$ cat config.mk
export PLATFORM = sky130hd
export DESIGN_NAME = ad9837_cfg_ctrl
export DESIGN_NICKNAME = d
export VERILOG_FILES = /design/src/rtl/ad9837_pkg.sv /design/src/rtl/ad9837_spi_frame.sv /design/src/rtl/ad9837_cfg_ctrl.sv
export SDC_FILE = /design/constraint.sdc
export NUM_CORES = 1
export LEC_CHECK = 0
export ABC_CLOCK_PERIOD_IN_PS = 3900
export BUFFER_PORTS_ARGS = -buffer_cell sky130_fd_sc_hd__buf_4
export CAP_MARGIN = 20
export CORE_MARGIN = 2
export CORE_UTILIZATION = 43
export CTS_BUF_LIST = sky130_fd_sc_hd__clkbuf_8
export DETAILED_ROUTE_END_ITERATION = 10
export PLACE_DENSITY = 0.72
export REMOVE_ABC_BUFFERS = 1
export SKIP_LAST_GASP = 1
export SLEW_MARGIN = 20
export SYNTH_ARGS = -nofsm -noshare
export SYNTH_HDL_FRONTEND = slang
export SYNTH_SLANG_ARGS = --single-unit
$ cat constraint.sdc
create_clock -name clk -period 3.9 [get_ports clk]
set_input_delay 0.39 -clock clk [delete_from_list [all_inputs] [get_ports clk]]
set_output_delay 0.39 -clock clk [all_outputs]
set_load 0.01 [all_outputs]
$ cat src/rtl/ad9837_pkg.sv
// Shared types and register-word constants for the AD9837 configuration sequencer.
package ad9837_pkg;

  typedef enum logic [2:0] {FrIdle, FrSetup, FrShiftLo, FrShiftHi, FrTail} frame_state_e;
  typedef enum logic [1:0] {StIdle, StFrame, StGap, StDone} ctrl_state_e;

  localparam logic [15:0] CTRL_RESET  = 16'h2100;
  localparam logic [15:0] CTRL_RUN    = 16'h2000;
  localparam logic [15:0] FREQ0_SEL   = 16'h4000;
  localparam logic [15:0] PHASE0_WORD = 16'hC000;

  localparam logic [15:0] WAVE_SINE     = 16'h0000;
  localparam logic [15:0] WAVE_TRIANGLE = 16'h0002;
  localparam logic [15:0] WAVE_SQUARE   = 16'h0028;
  localparam logic [15:0] WAVE_SQ_HALF  = 16'h0020;

  localparam int unsigned NUM_WORDS = 5;

  function automatic logic [15:0] wave_bits(input logic [1:0] sel);
    case (sel)
      2'd0:    return WAVE_SINE;
      2'd1:    return WAVE_TRIANGLE;
      2'd2:    return WAVE_SQUARE;
      default: return WAVE_SQ_HALF;
    endcase
  endfunction

  function automatic logic [15:0] cfg_word(input logic [2:0] idx, input logic [27:0] freq,
                                           input logic [1:0] wave);
    case (idx)
      3'd0:    return CTRL_RESET;
      3'd1:    return FREQ0_SEL | {2'b00, freq[13:0]};
      3'd2:    return FREQ0_SEL | {2'b00, freq[27:14]};
      3'd3:    return PHASE0_WORD;
      default: return CTRL_RUN | wave_bits(wave);
    endcase
  endfunction

endpackage

$ cat src/rtl/ad9837_spi_frame.sv
// Shifts one 16-bit word out on SCLK/FSYNC/SDATA, MSB first; ack marks the last TAIL cycle.
module ad9837_spi_frame
  import ad9837_pkg::*;
#(
  parameter int unsigned CLK_DIV = 4
) (
  input  logic        clk,
  input  logic        rst,
  input  logic        load,
  input  logic [15:0] word,
  output logic        ack,
  output logic        sclk,
  output logic        fsync,
  output logic        sdata
);

  localparam logic [7:0] HpLast = 8'(CLK_DIV - 1);

  frame_state_e state_q, state_d;
  logic [7:0]   hp_q, hp_d;
  logic [3:0]   bit_q, bit_d;
  logic [15:0]  shreg_q, shreg_d;
  logic         sclk_q, sclk_d, fsync_q, fsync_d, sdata_q, sdata_d;
  logic         hp_last;

  assign hp_last = (hp_q == HpLast);

  always_comb begin
    state_d = state_q;
    hp_d    = hp_q;
    bit_d   = bit_q;
    shreg_d = shreg_q;
    sclk_d  = sclk_q;
    fsync_d = fsync_q;
    sdata_d = sdata_q;
    if (state_q != FrIdle) hp_d = hp_last ? 8'd0 : hp_q + 8'd1;
    case (state_q)
      FrIdle: if (load) begin
        state_d = FrSetup;
        hp_d    = 8'd0;
        bit_d   = 4'd15;
        shreg_d = word;
        fsync_d = 1'b0;
        sclk_d  = 1'b1;
        sdata_d = word[15];
      end
      FrSetup: if (hp_last) begin
        state_d = FrShiftLo;
        sclk_d  = 1'b0;
      end
      FrShiftLo: if (hp_last) begin
        sclk_d = 1'b1;
        if (bit_q == 4'd0) begin
          state_d = FrTail;
        end else begin
          // Data moves only on the rising edge, half a period clear of the next fall.
          state_d = FrShiftHi;
          bit_d   = bit_q - 4'd1;
          shreg_d = {shreg_q[14:0], 1'b0};
          sdata_d = shreg_q[14];
        end
      end
      FrShiftHi: if (hp_last) begin
        state_d = FrShiftLo;
        sclk_d  = 1'b0;
      end
      FrTail: if (hp_last) begin
        state_d = FrIdle;
        fsync_d = 1'b1;
        sdata_d = 1'b0;
      end
      default: state_d = FrIdle;
    endcase
  end

  always_ff @(posedge clk) begin
    if (rst) begin
      state_q <= FrIdle;
      hp_q    <= 8'd0;
      bit_q   <= 4'd0;
      shreg_q <= 16'd0;
      sclk_q  <= 1'b1;
      fsync_q <= 1'b1;
      sdata_q <= 1'b0;
    end else begin
      state_q <= state_d;
      hp_q    <= hp_d;
      bit_q   <= bit_d;
      shreg_q <= shreg_d;
      sclk_q  <= sclk_d;
      fsync_q <= fsync_d;
      sdata_q <= sdata_d;
    end
  end

  assign ack   = (state_q == FrTail) && hp_last;
  assign sclk  = sclk_q;
  assign fsync = fsync_q;
  assign sdata = sdata_q;

endmodule

$ cat src/rtl/ad9837_cfg_ctrl.sv
// Runs the five-word AD9837 programming sequence: word selection, inter-frame gap, busy/done.
module ad9837_cfg_ctrl
  import ad9837_pkg::*;
#(
  parameter int unsigned CLK_DIV  = 4,
  parameter int unsigned IDLE_GAP = 2
) (
  input  logic        clk,
  input  logic        rst,
  input  logic [27:0] freq_in,
  input  logic [1:0]  wave_sel,
  input  logic        start,
  output logic        busy,
  output logic        done,
  output logic        sclk,
  output logic        fsync,
  output logic        sdata
);

  localparam logic [7:0] GapLast = 8'(IDLE_GAP - 1);
  localparam logic [2:0] LastIdx = 3'(NUM_WORDS - 1);

  ctrl_state_e state_q, state_d;
  logic [2:0]  widx_q, widx_d, word_sel;
  logic [7:0]  gap_q, gap_d;
  logic [27:0] freq_q, freq_d;
  logic [1:0]  wave_q, wave_d;
  logic        busy_q, busy_d, done_q, done_d;
  logic        load, frame_ack;
  logic [15:0] word;

  always_comb begin
    state_d  = state_q;
    widx_d   = widx_q;
    gap_d    = gap_q;
    freq_d   = freq_q;
    wave_d   = wave_q;
    busy_d   = busy_q;
    done_d   = 1'b0;
    load     = 1'b0;
    word_sel = widx_q + 3'd1;
    case (state_q)
      // DONE accepts too, so a held start restarts without an extra idle cycle.
      StIdle, StDone: begin
        state_d = StIdle;
        busy_d  = 1'b0;
        if (start) begin
          state_d  = StFrame;
          widx_d   = 3'd0;
          word_sel = 3'd0;
          freq_d   = freq_in;
          wave_d   = wave_sel;
          busy_d   = 1'b1;
          load     = 1'b1;
        end
      end
      StFrame: if (frame_ack) begin
        state_d = StGap;
        gap_d   = 8'd0;
      end
      StGap: begin
        if (gap_q != GapLast) begin
          gap_d = gap_q + 8'd1;
        end else if (widx_q == LastIdx) begin
          state_d = StDone;
          busy_d  = 1'b0;
          done_d  = 1'b1;
        end else begin
          state_d = StFrame;
          widx_d  = word_sel;
          load    = 1'b1;
        end
      end
      default: state_d = StIdle;
    endcase
  end

  // Word 0 is a constant, so feeding it before freq/wave are latched is safe.
  assign word = cfg_word(word_sel, freq_q, wave_q);

  always_ff @(posedge clk) begin
    if (rst) begin
      state_q <= StIdle;
      widx_q  <= 3'd0;
      gap_q   <= 8'd0;
      freq_q  <= 28'd0;
      wave_q  <= 2'd0;
      busy_q  <= 1'b0;
      done_q  <= 1'b0;
    end else begin
      state_q <= state_d;
      widx_q  <= widx_d;
      gap_q   <= gap_d;
      freq_q  <= freq_d;
      wave_q  <= wave_d;
      busy_q  <= busy_d;
      done_q  <= done_d;
    end
  end

  ad9837_spi_frame #(
    .CLK_DIV (CLK_DIV)
  ) u_frame (
    .clk   (clk),
    .rst   (rst),
    .load  (load),
    .word  (word),
    .ack   (frame_ack),
    .sclk  (sclk),
    .fsync (fsync),
    .sdata (sdata)
  );

  assign busy = busy_q;
  assign done = done_q;

endmodule

After elaboration in Yosys (flattened, before gate mapping)

Index checks and enable logic that the tools add are counted.

Bits in registers: 78
Logic and storage cells: 123
Output and inout bits: 5

Equal/unequal tests: 26
Reduce and logical (&&, ||, !) cells: 26
Muxes and demuxes: 52
Bitwise operators: 1
Add/subtract/negate cells: 4

Operators with widths:

| kind                | count |
|---|---|
| $pmux 16 s4         | 1 |
| $mux 8              | 6 |
| $mux 15             | 3 |
| $mux 3              | 10 |
| $pmux 15 s2         | 1 |
| $pmux 6 s3          | 1 |
| $add 8x1->8 const B | 2 |
| $ne 2x2->1 const B  | 8 |
| $pmux 8 s2          | 1 |
| $reduce_and 4->1    | 4 |
| $mux 1              | 14 |
| $eq 3x2->1 const B  | 4 |
| $mux 4              | 3 |
| $pmux 3 s4          | 1 |
| $reduce_and 3->1    | 3 |
| $reduce_bool 3->1   | 3 |
| $eq 8x2->1 const B  | 1 |
| $ne 8x1->1 const B  | 1 |
| $pmux 4 s2          | 1 |
| $reduce_bool 2->1   | 4 |
| $eq 2x2->1 const B  | 3 |
| $eq 3x1->1 const B  | 2 |
| $eq 3x3->1 const B  | 2 |
| $logic_not 3->1     | 2 |
| other kinds (17)    | 28 |

Longest topological paths before layout

Gate-level depths: netlist of run 1.

Word-level depth: 7
Mapped depth: 9
Gate-level depth less buffers: 7

Hierarchy

From an unflattened synthesis of run 1, not the netlist that was laid out.

Cell total of the unflattened synthesis: 454
Area, all modules: 3832.4 um^2

Modules (own cells, without submodules):

| module           | cells an instance | sequential area each (um^2) | area each (um^2) | times used |
|---|---|---|---|---|
| ad9837_cfg_ctrl  | 262               | 900.9                       | 2072.0           | 1 |
| ad9837_spi_frame | 192               | 660.6                       | 1760.4           | 1 |

Worst setup path after synthesis of run 1

No wires, ideal clock.

Kind: register -> register
Start: reg u_frame.hp_q[0]
End: reg u_frame.bit_q[1]
Stages on the path, launching flop included: 8
Setup slack: 1.477 ns
Period minus slack after synthesis: 2.423 ns
Buffers on the path: 1
Arrival: 2.332 ns
Data required time: 3.809 ns
Library setup time: 0.091 ns
Path through: dfxtp_1 -> ha_1 -> or4b_4 -> o31a_1 -> a2111oi_4 -> buf_2 -> nor2_1 -> a311oi_1

Word-level cells in the longest chain between the ends: 3

RTL lines:

| item                       | RTL line               | RTL |
|---|---|---|
| start, declared            | ad9837_spi_frame.sv:20 | `logic [7:0] hp_q, hp_d;` |
| start signal, assigned     | ad9837_spi_frame.sv:87 | `hp_q <= hp_d;` |
| $eq 8x2->1                 | ad9837_spi_frame.sv:26 | `assign hp_last = (hp_q == HpLast);` |
| $ne 2x1->1 (no line)       | --                     |  |
| $reduce_and 4->1 (no line) | --                     |  |
| end signal, assigned       | ad9837_spi_frame.sv:88 | `bit_q <= bit_d;` |
| end, declared              | ad9837_spi_frame.sv:21 | `logic [3:0] bit_q, bit_d;` |

No other way between the ends.
A chain may end at the register's enable or synchronous reset.

Final worst setup path of run 1

Start: reg u_frame.hp_q[0]
End: reg u_frame.shreg_q[4]

Word-level cells in the longest chain between the ends: 3

RTL lines:

| item                       | RTL line               | RTL |
|---|---|---|
| $eq 8x2->1                 | ad9837_spi_frame.sv:26 |  |
| $ne 2x1->1 (no line)       | --                     |  |
| $reduce_and 4->1 (no line) | --                     |  |
| end signal, assigned       | ad9837_spi_frame.sv:89 | `shreg_q <= shreg_d;` |
| end, declared              | ad9837_spi_frame.sv:22 | `logic [15:0] shreg_q, shreg_d;` |

No other way between the ends.

==> flow_metrics.py, run 1 <==
metrics = {
    "run_status": {
        "status": "complete, no violations",
    },
    "yosys": {
        "netlist_area_um2": 3710,
        "ys_seq_area_share_pct": 42.1,
        "synth.area.top_cells": "dfxtp_1 42%, nand2_1 8.5%, a21oi_1 6.5%",
        "synth_top_family_by_area": "compound AO/OA/AOI/OAI gates",
        "synth_xor_area_share_pct": 1.65,
        "synth_simple_gate_area_share_pct": 22.9,
        "synth_edf_count": 0,
        "async_flop_share_pct": 0,
        "synthMuxAreaShare_pct": 1.38,
        "ys_ff_latch": 78,
        "synth_warnings": 0,
        "synth_top_area_share_pct": 42.1,
        "synth.most_common_cell": "nand2_1",
        "synth_commonest_cells": "84 x nand2_1, 78 x dfxtp_1, 48 x a21oi_1, 44 x nor2_1, 25 x clkbuf_1",
        "syn_avg_cell_area_um2": 8.08,
        "synthDistinctLibCells": 57,
        "synthAdderAreaFrac_pct": 3.04,
        "ys.flop_type": "dfxtp_1",
        "synth_compound_area_share_pct": 24.7,
        "synth_area_leader_cell": "dfxtp_1",
        "syn_inst": 459,
    },
    "flow_run": {
        "maxCapViolations": 0,
    },
    "die": {
        "core_um2": 8300,
        "die_x_um": 96.9,
        "die_y_um": 96.9,
        "pin_count": 38,
        "die_area_um2": 9390,
        "rows": 33,
        "start_util_pct": 44.7,
    },
    "clocking": {
        "cts_buffers": 9,
        "cts.path.max_buffers": 2,
        "cts_tree": "yes",
        "cts_resized": 0,
        "postCtsSetupBuffers": 0,
        "clock_sinks": 78,
        "postCtsHoldBufs": 0,
        "clkTransAtPathRegs_ps": 90,
        "htree_num_levels": 3,
        "clock-root-buffer": "clkbuf_8",
        "clkLatencyLatePin_ps": 360,
    },
    "critical_path": {
        "crit_path_top_delay_cell": "a2111oi_4",
        "cpPeakStageDelay_ps": 830,
        "crit_buf_inv": 1,
        "worstSetupEndpointType": "register",
        "crit_family": "compound AO/OA/AOI/OAI gates",
        "crit_chain": "ha_1 -> or4b_4 -> o31a_1 -> a2111oi_4 -> buf_4 -> nor2_1 -> a211oi_1",
        "cp_data_arrival_time_ps": 3260,
        "crit_required_ps": 4170,
        "worstSetupStartpointType": "register",
        "critPathKind": "reg -> reg",
        "cp_max_fo": 16,
    },
    "routing": {
        "routed_via_density": 5.54,
        "dr_total_vias": 3301,
        "drc": 0,
        "wl_per_cell_um": 13.5,
        "drt_iter0_drc": 114,
        "postRouteWirelength_mm": 8.07,
        "firstDrtPassIters": 4,
        "antenna_left": 0,
    },
    "power_and_ir_drop": {
        "p_total_mw": 1.76,
        "irDropWorstVdd_mv": 0.277,
        "leakage_nw": 1.61,
        "power.density_nw_per_um2": 411,
    },
    "hold_path": {
        "hp-class": "in -> reg",
    },
    "cells_and_area": {
        "syn2layout_area_growth_pct": 15.1,
        "fillers": 791,
        "diodes": 0,
        "ff_latch_area_um2": 1560,
        "multiInputGateArea_um2": 2000,
        "drive_gt1_share_pct": 14.3,
        "fin_nets": 528,
    },
    "timing": {
        "hold_violations": 0,
        "fin_setup_tns_ps": 0,
        "worst-slew-pin-transition_ps": 900,
        "finalSetupViolations": 0,
        "final.period_utilization_pct": 76.8,
        "fmax_mhz": 334,
        "fin_crit_ps": 3000,
        "drv_slew": 0,
        "rsz0062_at_grt": "no",
        "max-slew-margin-rel_pct": 40.0,
        "finClkSkew_ps": 11.2,
    },
    "global_routing": {
        "grt_pass1_wl_mm": 14.2,
        "antenna_found_initial": 0,
        "grt_start_max_net_pins": 74,
        "grt_pass1_vias": 3152,
        "gr-total-overflow": 0,
        "track_usage_pct": 17.9,
    },
    "place": {
        "gp_congestion": 0.815,
        "io_buffers": 37,
        "dpl.hpwl_mm": 5.49,
    },
}
==> placed cells by master (no fill, tap or decap), types with 3 or more instances in the layout <==
| master | Yosys | layout |
|---|---|---|
| a31oi_1 | 10 | 10 |
| nand2_1 | 84 | 84 |
| inv_1 | 12 | 13 |
| buf_4 | 0 | 45 |
| a21oi_1 | 48 | 48 |
| a2bb2oi_1 | 8 | 8 |
| nor3_1 | 11 | 11 |
| a211oi_1 | 13 | 13 |
| nand3_1 | 10 | 10 |
| mux2i_1 | 4 | 4 |
| dfxtp_1 | 78 | 78 |
| nor4_1 | 4 | 4 |
| o21ai_0 | 10 | 10 |
| nor3b_1 | 4 | 3 |
| a22oi_1 | 13 | 13 |
| a311oi_1 | 4 | 4 |
| clkbuf_8 | 0 | 9 |
| ha_1 | 9 | 9 |
| and2_1 | 4 | 4 |
| xor2_1 | 5 | 5 |
| nand4_1 | 5 | 5 |
| nor2_1 | 44 | 44 |
| nand2b_1 | 6 | 6 |
==> per-layer routing <==
metal  share of wire [%]  routed length [um]  global-route usage [%]  vias up
met5                   0                   0                       0        -
met4                 1.8                 148                    7.80        0
met3                 3.7                 297                    3.11       10
met2                  47                3780                    29.9       64
met1                  48                3840                    22.7     1540
li1                    -                   -                       -     1687
==> metrics by stage <==
stage          util [%]  setup slack, ps  hold WS [ps]  cell area [um2]  instances
3_3_place_gp       49.1             1100           442             4070        580
6_report           51.4              904           263             4270        596
4_1_cts            51.4              872           255             4270        596
3_5_place_dp       49.1              901           447             4070        580
5_1_grt            51.4              707           253             4270        596
2_1_floorplan         -              510           426             3600        430
==> kinds of logic after synthesis <==
family          Yosys count
xor+xnor                  7
flops                    78
buf+inv                  41
simple gates            186
fa+ha+maj                 9
compound gates          133
mux                       5
==> cell type report <==
| class | instances | area share (%) |
|---|---|---|
| multi-input combinational | 340 | 46.8 |
| sequential | 78 | 36.6 |
| timing repair buffer | 45 | 7.91 |
| tap | 105 | 3.08 |
| clock buffer | 9 | 2.90 |
| clock inverter | 7 | 1.70 |
| inverter | 12 | 1.06 |
==> path summary, 6_finish.rpt <==
path	cells after the start	slack, ps	end	startpoint
hold reg to reg	2	460	freq_q[20]	freq_q[20]
setup reg to reg	7	900	u_frame.shreg_q[4]	u_frame.hp_q[0]
setup / recovery	7	900	u_frame.shreg_q[4]	u_frame.hp_q[0]
hold / removal	3	260	freq_q[23]	freq_in[23]
==> sequential cells by signal, indices dropped and copies added, names as in the netlist <==
| name | flops |
|---|---|
| done | 1 |
| u_frame.state_q | 3 |
| freq_q | 28 |
| u_frame.fsync | 1 |
| u_frame.sdata | 1 |
| wave_q | 2 |
| busy | 1 |
| widx_q | 3 |
| gap_q | 8 |
| u_frame.sclk | 1 |
| u_frame.shreg_q | 15 |
| u_frame.hp_q | 8 |
| state_q | 2 |
| u_frame.bit_q | 4 |
==> tightest hold or removal path: stages <==
cell and delay [ps]:
buf_4 110, nand2_1 40, a21oi_1 50
==> where the power goes <==
| group | internal [mW] | switching [mW] |
|---|---|---|
| Clock | 0.298 | 0.313 |
| Sequential | 0.850 | 0.0370 |
| Combinational | 0.112 | 0.147 |
| Total | 1.26 | 0.496 |
(Power assumes the default switching activity.)
==> inputs of run 2 (changes only) <==
- ABC_CLOCK_PERIOD_IN_PS: 3900 -> 2600
- PLACE_DENSITY: 0.72 -> 0.75
- clock period: 3.9 -> 2.6 ns (I/O delays scaled with it)
==> run 2 against run 1 <==
Effect of this change:
- first-iteration DRC count grew 48%
- non-clock buffer count grew 13
- clock skew shrank 3.8 ps
- register-to-register slack lost 780 ps
- sequential cell count is the same
- clock power grew 52%
- critical path depth is the same
- cell count grew 2.2%
- final area grew 3.3%
- clock-buffer cell count is the same
- maximum frequency grew 21%
==> flow_metrics.py, run 2 (synthesis results as in run 1) <==
metrics = {
    "run_status": {
        "status": "complete, no violations",
    },
    "routing": {
        "wl_per_cell_um": 13.4,
        "firstDrtPassIters": 4,
        "drt_iter0_drc": 169,
        "drc": 0,
        "routed_via_density": 5.51,
        "postRouteWirelength_mm": 8.16,
        "dr_total_vias": 3356,
        "antenna_left": 0,
    },
    "clocking": {
        "clkLatencyLatePin_ps": 350,
        "cts.path.max_buffers": 2,
        "cts_buffers": 9,
        "cts_tree": "yes",
        "clock_sinks": 78,
        "clkTransAtPathRegs_ps": 90,
        "postCtsHoldBufs": 0,
        "clock-root-buffer": "clkbuf_8",
        "htree_num_levels": 3,
    },
    "die": {
        "start_util_pct": 44.7,
        "rows": 33,
        "die_area_um2": 9390,
        "die_x_um": 96.9,
        "core_um2": 8300,
        "pin_count": 38,
        "die_y_um": 96.9,
    },
    "timing": {
        "fmax_mhz": 404,
        "fin_crit_ps": 2470,
        "drv_slew": 0,
        "holdWs_ps": 151,
        "finalSetupViolations": 0,
        "hold_violations": 0,
        "worst-slew-pin-transition_ps": 600,
        "rsz0062_at_grt": "no",
        "finClkSkew_ps": 7.40,
        "worst_slack_ps": 125,
        "final.period_utilization_pct": 95.2,
        "max-slew-margin-rel_pct": 60.0,
        "fin_setup_tns_ps": 0,
    },
    "critical_path": {
        "r2r-end": "u_frame.shreg_q[0]",
        "crit_path_top_delay_cell": "or4b_4",
        "cp_max_fo": 8,
        "cpPeakStageDelay_ps": 500,
        "crit_chain": "ha_4 -> or4b_4 -> o31a_1 -> a2111oi_4 -> buf_4 -> or3b_1 -> a21oi_1",
        "crit_required_ps": 2870,
        "cp_data_arrival_time_ps": 2750,
        "regToRegStartpoint": "u_frame.hp_q[1]",
        "worstSetupStartpointType": "register",
        "critPathKind": "reg -> reg",
        "ff2ff_path_depth": 7,
        "worstSetupEndpointType": "register",
        "rrSetupSlack_ps": 130,
    },
    "global_routing": {
        "grt_pass1_wl_mm": 14.4,
        "grt_pass1_vias": 3194,
        "grt_start_max_net_pins": 59,
        "track_usage_pct": 18.1,
        "gr-total-overflow": 0,
        "antenna_found_initial": 0,
    },
    "cells_and_area": {
        "syn2layout_area_growth_pct": 18.9,
        "largest_register_ffs": 28,
        "final_common_cell": "nand2_1",
        "fillers": 767,
        "fin_nets": 541,
        "regMostFlops": "freq_q",
        "top_regs": "freq_q (28), u_frame.shreg_q (15)",
        "finalCoreUtilization_pct": 53.1,
        "final_cell_mix": "84 x nand2_1, 77 x dfxtp_1, 56 x buf_4",
        "finalNonFillerCells": 609,
        "diodes": 0,
        "multiInputGateArea_um2": 2030,
        "drive_gt1_share_pct": 17.5,
        "ff_latch_area_um2": 1560,
    },
    "hold_path": {
        "min_to": "freq_q[24]",
        "min_path_cells": 3,
        "min_from": "freq_in[24]",
        "hp-class": "in -> reg",
    },
    "power_and_ir_drop": {
        "irDropWorstVdd_mv": 0.377,
        "power.density_nw_per_um2": 606,
        "leakage_nw": 1.67,
    },
    "flow_run": {
        "maxCapViolations": 0,
    },
    "place": {
        "dp.cells": 592,
        "io_buffers": 37,
        "dpl.hpwl_mm": 5.74,
        "pre_cts_ws_ps": 51.2,
        "gp_congestion": 0.844,
    },
}
run 2: how the worst max path moves through the flow:
stage,from,end,slack (ps),cells after the start
after CTS,u_frame.hp_q[0],u_frame.shreg_q[2],30,8
final,u_frame.hp_q[1],u_frame.shreg_q[0],130,7
after global placement,u_frame.hp_q[0],u_frame.bit_q[2],140,8
after global routing,u_frame.hp_q[1],u_frame.bit_q[2],10,8
after detailed placement,u_frame.hp_q[0],u_frame.shreg_q[7],50,8
after floorplan,state_q[0],u_frame.shreg_q[0],-790,7
run 2: worst max-delay path: cells and delay by family, from the launching register on:
kind / cells / cell delay (ps)
buf+inv: 1 / 210
simple gates: 2 / 850
flops: 1 / 400
fa+ha+maj: 1 / 170
compound gates: 3 / 770
run 2: timing repair:
action | in CTS | in global routing
setup endpoints to repair | 0 | 18
buffers inserted | 0 | 1
gates resized for setup | 0 | 7
run 2: layout make-up:
type,count,area share (%)
Multi-Input combinational cell,340,45.9
Sequential cell,78,35.4
Timing Repair Buffer,58,10.0
Tap cell,105,2.98
Clock buffer,9,2.81
Clock inverter,7,1.79
Inverter,12,1.02
run 2: stage by stage:
step	total power, mW	area, um2
2_1_floorplan	1.60	3600
3_3_place_gp	1.75	4170
3_5_place_dp	1.77	4170
4_1_cts	2.69	4370
5_1_grt	2.82	4410
6_report	2.67	4410
run 2: per-layer routing:
| metal | track usage, % | wire (um) | vias up |
|---|---|---|---|
| li1 | - | - | 1723 |
| met4 | 7.04 | 129 | 0 |
| met1 | 23.6 | 3740 | 1549 |
| met3 | 3.47 | 345 | 14 |
| met2 | 29.5 | 3940 | 70 |
| met5 | 0 | 0 | - |
run 2: report_power, final:
group | total (mW) | switching [mW] | internal (mW)
Combinational | 0.418 | 0.228 | 0.190
Clock | 0.925 | 0.472 | 0.453
Sequential | 1.33 | 0.0562 | 1.27
==> inputs of run 3 (changes only) <==
- ABC_CLOCK_PERIOD_IN_PS: 2600 -> 2500
- PLACE_DENSITY: 0.75 -> 0.72
- clock period: 2.6 -> 2.5 ns (I/O delays scaled with it)
==> run 3 against run 2 <==
Effect of this change:
- sequential cell count is the same
- clock-buffer cell count is the same
- critical path depth grew 1
- first-iteration DRC count grew 0.59%
- combinational power grew 6.5%
- cell count grew 0.66%
- core utilization grew 0.41 points
- final area grew 0.77%
- largest cell class unchanged
- highest routed layer unchanged
==> flow_metrics.py, run 3 (synthesis results as in run 1) <==
metrics = {
    "place": {
        "io_buffers": 37,
        "dp.cells": 595,
        "dpl.hpwl_mm": 5.82,
        "pre_cts_ws_ps": 51.4,
        "gp_congestion": 0.836,
    },
    "power_and_ir_drop": {
        "irDropWorstVdd_mv": 0.382,
        "power.switching_uw": 813,
        "p_seq_share_pct": 47.5,
        "power.density_nw_per_um2": 656,
        "p_total_mw": 2.91,
        "combPwrFrac_pct": 15.3,
        "switching_share_pct": 27.9,
        "cellInternalPower_mw": 2.10,
        "pwr-share-clk_pct": 37.3,
        "leakage_nw": 1.71,
    },
    "timing": {
        "fin_crit_ps": 2340,
        "worst_slack_ps": 163,
        "drv_slew": 0,
        "worst-slew-pin-transition_ps": 828,
        "rsz0062_at_grt": "no",
        "max-slew-margin-rel_pct": 44.4,
        "finalSetupViolations": 0,
        "final.period_utilization_pct": 93.5,
        "fmax_mhz": 428,
        "hold_violations": 0,
        "fin_setup_tns_ps": 0,
        "finClkSkew_ps": 11.7,
    },
    "critical_path": {
        "cp_data_arrival_time_ps": 2610,
        "cpPeakStageDelay_ps": 440,
        "crit_required_ps": 2780,
        "crit_path_top_delay_cell": "a2111oi_4",
        "worstSetupEndpointType": "register",
        "worstSetupStartpointType": "register",
        "crit_chain": "inv_1 -> ha_1 -> a21boi_0 -> nand4_1 -> a2111oi_4 -> buf_6 -> or3b_1 -> a21oi_1",
        "cp_max_fo": 5,
        "critPathKind": "reg -> reg",
    },
    "hold_path": {
        "hp-class": "in -> reg",
    },
    "flow_run": {
        "maxCapViolations": 0,
    },
    "routing": {
        "wl_per_cell_um": 14.0,
        "firstDrtPassIters": 4,
        "dr_total_vias": 3422,
        "postRouteWirelength_mm": 8.59,
        "drt_iter0_drc": 170,
        "routed_via_density": 5.58,
        "antenna_left": 0,
        "drc": 0,
    },
    "global_routing": {
        "grt_pass1_wl_mm": 14.5,
        "gr-total-overflow": 0,
        "grt_start_max_net_pins": 62,
        "antenna_found_initial": 0,
        "grt_pass1_vias": 3148,
        "track_usage_pct": 18.2,
    },
    "clocking": {
        "cts_tree": "yes",
        "clock_sinks": 78,
        "cts_buffers": 9,
        "clkLatencyLatePin_ps": 350,
        "clock-root-buffer": "clkbuf_8",
        "htree_num_levels": 3,
        "clkTransAtPathRegs_ps": 90,
        "postCtsHoldBufs": 0,
        "cts.path.max_buffers": 2,
    },
    "run_status": {
        "status": "complete, no violations",
    },
    "cells_and_area": {
        "final_common_cell": "nand2_1",
        "syn2layout_area_growth_pct": 19.8,
        "largest_register_ffs": 28,
        "top_regs": "freq_q (28), u_frame.shreg_q (15)",
        "diodes": 0,
        "finalNonFillerCells": 613,
        "drive_gt1_share_pct": 17.9,
        "final_cell_mix": "83 x nand2_1, 78 x dfxtp_1, 58 x buf_4",
        "regMostFlops": "freq_q",
        "fillers": 777,
        "fin_nets": 545,
        "finalCoreUtilization_pct": 53.6,
    },
    "die": {
        "pin_count": 38,
        "core_um2": 8300,
        "start_util_pct": 44.7,
        "die_area_um2": 9390,
        "rows": 33,
        "die_x_um": 96.9,
        "die_y_um": 96.9,
    },
}
==> run 3: through the flow <==
stage / area [um2] / hold WS (ps)
final: 4440 / 136
after global routing: 4440 / 128
after CTS: 4410 / 125
after detailed placement: 4190 / 442
after global placement: 4190 / 438
after floorplan: 3600 / 319
==> run 3: cell type report <==
cell class	count	area [um2]	area share (%)
repair buffers	62	474	10.7
clock inverters	7	103	2.31
clock buffers	9	124	2.79
well taps	105	131	2.96
multi-input cells	340	2010	45.1
flip-flops and latches	78	1560	35.1
inverters	12	45.0	1.01
==> run 3: critical path: cells and delay by family, from the launching register on <==
family | cells | cell delay, ps
flip-flops | 1 | 340
adder cells (fa/ha/maj) | 1 | 220
buffers and inverters | 2 | 250
AO/OA/AOI/OAI | 3 | 870
AND/OR/NAND/NOR | 2 | 570
==> run 3: metal layers <==
metal  global-route usage [%]  share of wire [%]
met5                        0                  0
met4                     6.39                1.4
met3                     3.18                4.8
met2                     29.2                 46
met1                     24.6                 48
==> run 3: path summary, 6_finish.rpt <==
kind,start,endpoint,slack (ps),cells after the start
max reg2reg,widx_q[0],u_frame.shreg_q[0],160,8
max,widx_q[0],u_frame.shreg_q[0],160,8
min reg2reg,freq_q[13],freq_q[13],450,2
min,freq_in[20],freq_q[20],140,3
==> run 3: what timing repair did <==
action / in CTS / in global routing
gates resized for setup: 0 / 6
endpoints found under the setup margin: 0 / 11
buffers inserted: 0 / 1
==> run 3: power by group through the flow <==
stage	sequential, mW	clock [mW]	combinational, mW
floorplan	1.40	0	0.266
global placement	1.41	0	0.409
detailed placement	1.41	0	0.426
CTS	1.38	1.10	0.428
global route	1.39	1.16	0.495
finish	1.38	1.09	0.445
